$ cat src/rtl/servo_pkg.sv
// servo_pkg: shared servo timing constants, duty type and clamp helper
package servo_pkg;
    localparam int SERVO_PRESCALE    = 488;
    localparam int SERVO_SLOTS       = 1024;
    localparam int SERVO_DUTY_MIN    = 51;
    localparam int SERVO_DUTY_MAX    = 92;
    localparam int SERVO_DUTY_CENTER = 77;
    localparam int SERVO_DUTY_W      = 10;

    typedef logic [SERVO_DUTY_W-1:0] duty_t;

    function automatic duty_t clamp_duty(input duty_t d, input duty_t lo, input duty_t hi);
        return (d < lo) ? lo : ((d > hi) ? hi : d);
    endfunction
endpackage

$ cat src/rtl/servo_frame_timer.sv
// servo_frame_timer: prescaler plus 10-bit slot counter marking slot ticks and frame boundaries
module servo_frame_timer
    import servo_pkg::*;
#(
    parameter int PRESCALE = SERVO_PRESCALE
) (
    input  logic  clk25mhz,
    input  logic  reset,
    output duty_t slot,
    output logic  slot_tick,
    output logic  frame_boundary
);
    localparam int PW = (PRESCALE > 1) ? $clog2(PRESCALE) : 1;

    logic [PW-1:0] r_pre;
    duty_t         r_slot;

    assign slot           = r_slot;
    assign slot_tick      = (r_pre == PW'(PRESCALE - 1));
    assign frame_boundary = slot_tick && (r_slot == '1);

    always_ff @(posedge clk25mhz or posedge reset) begin
        if (reset) begin
            r_pre  <= '0;
            r_slot <= '0;
        end else begin
            r_pre <= slot_tick ? '0 : r_pre + 1'b1;
            if (slot_tick) r_slot <= r_slot + 1'b1;
        end
    end
endmodule

$ cat src/rtl/servo_pwm_gen.sv
// servo_pwm_gen: frame-based servo PWM with clamped, slew-limited duty applied only at frame boundaries
module servo_pwm_gen
    import servo_pkg::*;
#(
    parameter int PRESCALE   = SERVO_PRESCALE,
    parameter int DUTY_MIN   = SERVO_DUTY_MIN,
    parameter int DUTY_MAX   = SERVO_DUTY_MAX,
    parameter int DUTY_RESET = SERVO_DUTY_CENTER,
    parameter int SLEW_STEP  = 0
) (
    input  logic                    clk25mhz,
    input  logic                    reset,
    input  logic [SERVO_DUTY_W-1:0] duty_cycle_input,
    input  logic                    enable,
    output logic                    servoSignal,
    output logic                    frame_start,
    output logic [SERVO_DUTY_W-1:0] duty_active,
    output logic                    clamped
);
    localparam duty_t LO   = duty_t'(DUTY_MIN);
    localparam duty_t HI   = duty_t'(DUTY_MAX);
    localparam duty_t STEP = duty_t'(SLEW_STEP);

    duty_t              w_slot, w_next_slot, w_target, w_slewed, w_next_duty;
    logic               w_slot_tick, w_boundary, w_next_en;
    logic signed [10:0] w_diff, w_mag;

    duty_t r_duty;
    logic  r_en, r_clamped, r_out, r_fs;

    servo_frame_timer #(.PRESCALE(PRESCALE)) u_timer (
        .clk25mhz       (clk25mhz),
        .reset          (reset),
        .slot           (w_slot),
        .slot_tick      (w_slot_tick),
        .frame_boundary (w_boundary)
    );

    assign w_target = clamp_duty(duty_cycle_input, LO, HI);
    assign w_diff   = $signed({1'b0, w_target}) - $signed({1'b0, r_duty});
    assign w_mag    = (w_diff < 0) ? -w_diff : w_diff;
    assign w_slewed = (SLEW_STEP == 0 || w_mag <= $signed({1'b0, STEP})) ? w_target :
                      (w_diff < 0) ? r_duty - STEP : r_duty + STEP;

    // The output register looks one cycle ahead so the pulse rises together with frame_start.
    assign w_next_slot = w_slot_tick ? w_slot + 1'b1 : w_slot;
    assign w_next_duty = w_boundary ? w_slewed : r_duty;
    assign w_next_en   = w_boundary ? enable : r_en;

    always_ff @(posedge clk25mhz or posedge reset) begin
        if (reset) begin
            r_duty    <= duty_t'(DUTY_RESET);
            r_en      <= 1'b0;
            r_clamped <= 1'b0;
            r_out     <= 1'b0;
            r_fs      <= 1'b0;
        end else begin
            r_fs  <= w_boundary;
            r_out <= w_next_en && (w_next_slot < w_next_duty);
            if (w_boundary) begin
                r_duty    <= w_slewed;
                r_en      <= enable;
                r_clamped <= (duty_cycle_input < LO) || (duty_cycle_input > HI);
            end
        end
    end

    assign servoSignal = r_out;
    assign frame_start = r_fs;
    assign duty_active = r_duty;
    assign clamped     = r_clamped;
endmodule
$ cat config.mk
export PLATFORM = sky130hd
export DESIGN_NAME = servo_pwm_gen
export DESIGN_NICKNAME = d
export VERILOG_FILES = /design/src/rtl/servo_pkg.sv /design/src/rtl/servo_frame_timer.sv /design/src/rtl/servo_pwm_gen.sv
export SDC_FILE = /design/constraint.sdc
export NUM_CORES = 1
export LEC_CHECK = 0
export BUFFER_PORTS_ARGS = -buffer_cell sky130_fd_sc_hd__buf_4
export CORE_MARGIN = 10
export CORE_UTILIZATION = 42
export DETAILED_ROUTE_END_ITERATION = 16
export SLEW_MARGIN = 20
export SYNTH_ARGS = -nofsm -noshare
export SYNTH_HDL_FRONTEND = slang
export SYNTH_SLANG_ARGS = --single-unit
$ cat constraint.sdc
create_clock -name clk25mhz -period 3.7 [get_ports clk25mhz]
set_clock_uncertainty 0.2 [all_clocks]
set_input_delay 0.74 -clock clk25mhz [delete_from_list [all_inputs] [get_ports clk25mhz]]
set_output_delay 0.74 -clock clk25mhz [all_outputs]
set_load 0.05 [all_outputs]
---- After elaboration in Yosys (flattened, before gate mapping) ----
Index checks and enable logic that the tools add are counted.
cells by class
  add/subtract/negate cells ............... 2
  magnitude comparators ................... 3
  equal/unequal tests ..................... 2
  multiplexer cells ....................... 6
  reductions and logical operators ........ 3
operators with widths
  cell                                                                            number
  10-bit 2-to-1 mux                                                               4
  10-bit by 1-bit adder with 10-bit output (second input constant)                1
  10-bit equality test (second input constant)                                    1
  10-bit by 7-bit > comparator with 1-bit output (second input constant)          1
  10-bit less-than comparator                                                     1
  10-bit by 6-bit less-than comparator with 1-bit output (second input constant)  1
  9-bit by 1-bit adder with 9-bit output (second input constant)                  1
  9-bit equality test (second input constant)                                     1
  9-bit 2-to-1 mux                                                                1
  1-bit logical AND                                                               2
  1-bit logical OR                                                                1
  1-bit 2-to-1 mux                                                                1
word-level totals
  register bits ........................... 33
  input bits .............................. 13
  output and inout port bits .............. 13
  word-level logic and storage cells ...... 23

---- Logic depth before layout (Yosys ltp) ----
  word-level depth ........................ 6
  gate-level depth with buffers ........... 14
  depth with buffers taken out ............ 13

---- Modules after synthesis ----
Synthesis repeated with hierarchy kept, for this count alone.
second synthesis, totals
  cells, all modules ...................... 189
  area total of the unflattened synthesis .. 1919.3 µm²
modules (own cells, without submodules)
  module             instances  cells each  area each (µm²)  sequential area each (µm²)
  servo_pwm_gen      1          108         1026.0           355.3
  servo_frame_timer  1          81          893.4            475.5

---- Worst setup path after synthesis ----
Ideal clock, no wire load.
  path type ............................... register to register
  start ................................... register u_timer.r_pre[0]
  end ..................................... register r_out, in the netlist servoSignal
  library setup time ...................... 0.068 ns
  arrival ................................. 2.901 ns
  required time ........................... 3.432 ns
  setup slack ............................. 0.531 ns
  cell stages (with the launch flop) ...... 14
  path buffers ............................ 2
  clock period less this slack ............ 3.169 ns
  path through ............................ dfrtp_1 -> ha_1 -> nand4_2 -> or4_4 -> or2_1 -> buf_6 -> clkbuf_1 -> o21a_1 -> ha_1 -> a21oi_1 -> nor2_1 -> a211oi_1 -> o21ai_0 -> and4bb_1
between the ends
  word-level cells in the longest chain between the ends .. 5
  elaborated cells between the ends (all ways) .. 7
  classes of those cells .................. 1 x order compare; 1 x eq/ne; 3 x mux; 2 x reduce/logical
ends and longest elaborated chain
  what                         line                     RTL
  start: declaration           servo_frame_timer.sv:15  logic [PW-1:0] r_pre;
  start signal: assignment     servo_frame_timer.sv:27  r_pre <= slot_tick ? '0 : r_pre + 1'b1;
  9-bit equality test (*)      servo_frame_timer.sv:19  assign slot_tick = (r_pre == PW'(PRESCALE - 1));
  1-bit logical AND            servo_frame_timer.sv:20  assign frame_boundary = slot_tick && (r_slot == '1);
  10-bit 2-to-1 mux            --
  10-bit less-than comparator  servo_pwm_gen.sv:59      r_out <= w_next_en && (w_next_slot < w_next_duty);
  1-bit logical AND (*)        servo_pwm_gen.sv:59
  end signal: assignment       servo_pwm_gen.sv:59
  end: declaration             servo_pwm_gen.sv:29      logic r_en, r_clamped, r_out, r_fs;
Mark *: on every way between the ends. The rest lies on a longest branch, timed or not.
A chain may end at the register's enable or synchronous reset.

---- Worst setup path in the final report ----
  start ................................... register u_timer.r_pre[0]
  end ..................................... register r_out, in the netlist servoSignal
between the ends
  word-level cells in the longest chain between the ends .. 5
  elaborated cells between the ends (all ways) .. 7
  classes of those cells .................. 1 x order compare; 1 x eq/ne; 3 x mux; 2 x reduce/logical
ends and longest elaborated chain
  what                         line                     RTL
  9-bit equality test (*)      servo_frame_timer.sv:19
  1-bit logical AND (*)        servo_frame_timer.sv:20
  net u_timer.frame_boundary   servo_frame_timer.sv:11  output logic frame_boundary
  10-bit 2-to-1 mux            --
  10-bit less-than comparator  servo_pwm_gen.sv:59
  1-bit logical AND (*)        servo_pwm_gen.sv:59
Mark *: on every way through the listed nets, which the timed path passes. The rest lies on a longest branch.

==> flow_metrics.tcl <==
set metrics [dict create \
    run_status "complete, no violations" \
    global_placer_s_final_weighted_congestion 0.8041 \
    detailedRoute.firstIterationViolations 96 \
    timing.final.max_slew_violations 0 \
    fmax_mhz 287.1 \
    report.final.hold_viol_count 0 \
    synth_largest_type_area_fraction 0.4296 \
    crit_path_cell_trace "ha_1, nand4_2, or4_4, or2_1, inv_1, nand2_1, and2_1, ha_1, nand2_1, nor2_1, a211oi_1, o21ai_0, and4bb_1" \
    synth_most_common_cell "sky130_fd_sc_hd__dfrtp_1" \
    route.final.wire_length_um 3931 \
    grt_start_max_net_pins 24 \
    synthCells 166 \
    synth_edf_count 0 \
    grt_usage 0.1164 \
    layout_min_cycle_time_ns 3.483 \
    synth_adder_area_share 0.08148 \
    grt_first_pass_wirelength_um 6865 \
    cts_htree_levels 2 \
    clockPowerShare 0.467 \
    routed-via-count 1343 \
    synth-async-reset-ratio 1.000 \
    worstMarginPinSlew_ns 0.8646 \
    syn_area_per_cell_um2 10.18 \
    postSynth.topFlopCell "sky130_fd_sc_hd__dfrtp_1" \
    relSlewSlack 0.4230 \
    yosys.area_share.xor_xnor 0.06222 \
    period_share 0.9415 \
    seq_area_frac_synth 0.4919 \
    post_layout_nonfiller_instances 249 \
    maximum_fanout_count_along_the_critical_path 8 \
    fp.coreArea_um2 3771 \
    initial_utilization 0.4479 \
    synth_common_cells "sky130_fd_sc_hd__dfrtp_1 (29), sky130_fd_sc_hd__nand2_1 (25), sky130_fd_sc_hd__o21ai_0 (14), sky130_fd_sc_hd__ha_1 (11), sky130_fd_sc_hd__nor2_1 (11)" \
    timing.critical_path.slowest_cell_delay_ns 0.56 \
    path_class "reg -> reg" \
    die_outline_area_um2 6958 \
    worstSkewPairLatency_ns 0.28 \
    worstSetupStartpointType "register" \
    gr_layer_usage_met3 0.02832 \
    num_antenna_cells 0 \
    postCtsHoldBufs 0 \
    grt_setup_unrepaired "false" \
    power.switching_w 0.0001512 \
    vias_per_cell 5.394 \
    synth_top_family_by_area "simple AND/OR/NAND/NOR gates" \
    clk_transition_reported_paths_ns 0.07 \
    floorplan.die.width_um 83.42 \
    swShare 0.2020 \
    syn-num-nets 190 \
    post_route_cells_drive_above_1_share 0.2239 \
    seq_area_um2 830.8 \
    drc_errors 0 \
    crit-reg2reg-launch "u_timer.r_pre[0]$_DFF_PP0_" \
    synth_area_leaders "sky130_fd_sc_hd__dfrtp_1 (43%), sky130_fd_sc_hd__ha_1 (8.1%), sky130_fd_sc_hd__dfstp_2 (6.2%), sky130_fd_sc_hd__nand2_1 (5.6%), sky130_fd_sc_hd__o21ai_0 (4.1%)" \
    layout.cell_area.non_filler_um2 2068 \
    post_synth_and_or_nand_nor_area_fraction 0.1948 \
    seq_power_share 0.486 \
    postRouteAntennaNets 0 \
    growth_of_design_area_from_synthesis_to_finish_pct 22.44 \
    cell_type_of_the_slowest_stage_on_the_worst_timing_path "sky130_fd_sc_hd__or4_4" \
    syn-cell-area_um2 1689 \
    groute.layer.met1.usage 0.1405 \
    max_cap_viol_count 0 \
    netlist-cell-type-count 37 \
    area_fraction_in_compound_gates_after_synthesis 0.1385 \
    first_global_vias 1442 \
    timing.critical_path.arrival_ns 3.50 \
    setup_tns_ns 0 \
    cts_made_buffers 5 \
    end_kind "register" \
    initial_drt_pass_iterations 5 \
    global_route.overflow_total 0 \
    nets 224 \
    cell_internal_pwr_w 0.0005974 \
    route.detailed.wl_per_inst_um 15.79 \
    use_met2 0.1955 \
    detailed_place.area_um2 1952 \
    min_path_cells 1 \
    cell_pwr_density_nw_per_um2 362.0 \
    floorplan.rows 22 \
    setup-violations-final 0 \
    irDropWorstVdd_mv 0.2448 \
    cts_sinks 33 \
    ctsResizeCount 0 \
    p_comb_frac 0.048 \
    cts.path.max_buffers 2 \
    synth.yosys.warnings 0 \
    placedCellCount 241 \
    timing.critical_path.depth 13 \
    multiInputGateArea_um2 820.8 \
    dp.final_hpwl_um 3101 \
    grt_busiest_layer "met2" \
    antenna_found_initial 0 \
    io_buffer_count 25 \
    netlist.top_cell.by_area "sky130_fd_sc_hd__dfrtp_1" \
    pin_count 26 \
    post_cts_buffers 0 \
    fp.dieH_um 83.42 \
    cpLargestDelayFamily "simple AND/OR/NAND/NOR gates" \
    cts_tree "yes" \
    hold_path.class "reg -> reg" \
    cts-root-buf "sky130_fd_sc_hd__clkbuf_8" \
    timing.critical_path.buf_inv 1 \
    total_of_fill_cells_in_the_finished_design 334 \
    holdCritStartpoint "u_timer.r_pre[0]$_DFF_PP0_" \
    power.static_leakage_nw 0.9860 \
    worstPathRequired_ns 3.72 \
    yosys_reg_bits 33 \
    timing.hold.worst_endpoint "u_timer.r_pre[0]$_DFF_PP0_" \
    synth.mux.area_fraction 0.008889 \
    regToRegSetupSlack_ns 0.22 \
    worst_r2r_endpoint "servoSignal$_DFF_PP0_" \
    timing.reg2reg.worst_path_depth 13 \
]
layer usage:
| metal | up-vias | wire length, um |
|---|---|---|
| met5 | - | 0 |
| met4 | 0 | 67 |
| met3 | 9 | 127 |
| met2 | 23 | 2001 |
| met1 | 651 | 1735 |
| li1 | 660 | - |
kinds of logic (layout without fill, tap and decap cells):
group                      after synthesis  in the layout
DFF                                     33             33
xor gates and xnor gates                12             12
and+or+nand+nor                         64             64
adders and majority gates               11             11
buffers and inverters                    8             43
AOI/OAI and AO/OA                       37             37
muxes                                    1              1
layout make-up:
type	instances	area share
clock inverter	1	0.01452
sequential	33	0.4017
tap	48	0.02904
clock buffer	7	0.04174
multi-input combinational	125	0.3969
timing repair buffer	29	0.1053
inverter	6	0.01089
how the worst max path moves through the flow:
stage | from | endpoint
2_1_floorplan | u_timer.r_pre[0]$_DFF_PP0_ | servoSignal$_DFF_PP0_
3_3_place_gp | u_timer.r_pre[0]$_DFF_PP0_ | servoSignal$_DFF_PP0_
3_5_place_dp | u_timer.r_pre[0]$_DFF_PP0_ | servoSignal$_DFF_PP0_
4_1_cts | u_timer.r_pre[0]$_DFF_PP0_ | servoSignal$_DFF_PP0_
5_1_grt | u_timer.r_pre[0]$_DFF_PP0_ | servoSignal$_DFF_PP0_
6_report | u_timer.r_pre[0]$_DFF_PP0_ | servoSignal$_DFF_PP0_
power by group through the flow:
| stage | Clock, W | Sequential [W] | Combinational [W] |
|---|---|---|---|
| floorplan | 0 | 0.000374 | 0.0000127 |
| global placement | 0 | 0.000370 | 0.0000351 |
| detailed placement | 0 | 0.000370 | 0.0000364 |
| CTS | 0.000356 | 0.000364 | 0.0000363 |
| global route | 0.000373 | 0.000364 | 0.0000398 |
| finish | 0.000349 | 0.000364 | 0.0000356 |
layout by cell type (no fill, tap or decap), types with 2 or more instances in the layout:
cell type and count:
sky130_fd_sc_hd__dfrtp_1 29, sky130_fd_sc_hd__buf_4 29, sky130_fd_sc_hd__nand2_1 25, sky130_fd_sc_hd__o21ai_0 14
sky130_fd_sc_hd__nor2_1 11, sky130_fd_sc_hd__ha_1 11, sky130_fd_sc_hd__xnor2_1 8, sky130_fd_sc_hd__inv_1 6
sky130_fd_sc_hd__nand4_1 6, sky130_fd_sc_hd__o21a_1 6, sky130_fd_sc_hd__clkbuf_8 6, sky130_fd_sc_hd__a21oi_1 5
sky130_fd_sc_hd__nand3_1 4, sky130_fd_sc_hd__xor2_1 4, sky130_fd_sc_hd__dfstp_2 4, sky130_fd_sc_hd__nor4_1 3
sky130_fd_sc_hd__a21o_1 3, sky130_fd_sc_hd__and2_1 3, sky130_fd_sc_hd__nor3b_1 2, sky130_fd_sc_hd__a211oi_1 2
sky130_fd_sc_hd__or3_1 2
through the flow:
step                setup slack, ns  hold slack [ns]    util  total power, W
floorplan                    0.5309           0.2329       -       0.0003869
global placement             0.4665           0.2441  0.5176       0.0004054
detailed placement           0.2410           0.2633  0.5176       0.0004067
CTS                          0.2286           0.2726  0.5484       0.0007557
global route               0.003598           0.2814  0.5484       0.0007767
finish                       0.2165           0.2690  0.5484       0.0007487
flip-flops by register name (all words and copies together) (netlist names):
signal	flops
duty_active	10
u_timer.slot	10
u_timer.r_pre	9
clamped	1
frame_start	1
r_en	1
servoSignal	1
Note: power is estimated with default switching activity, not from simulation.
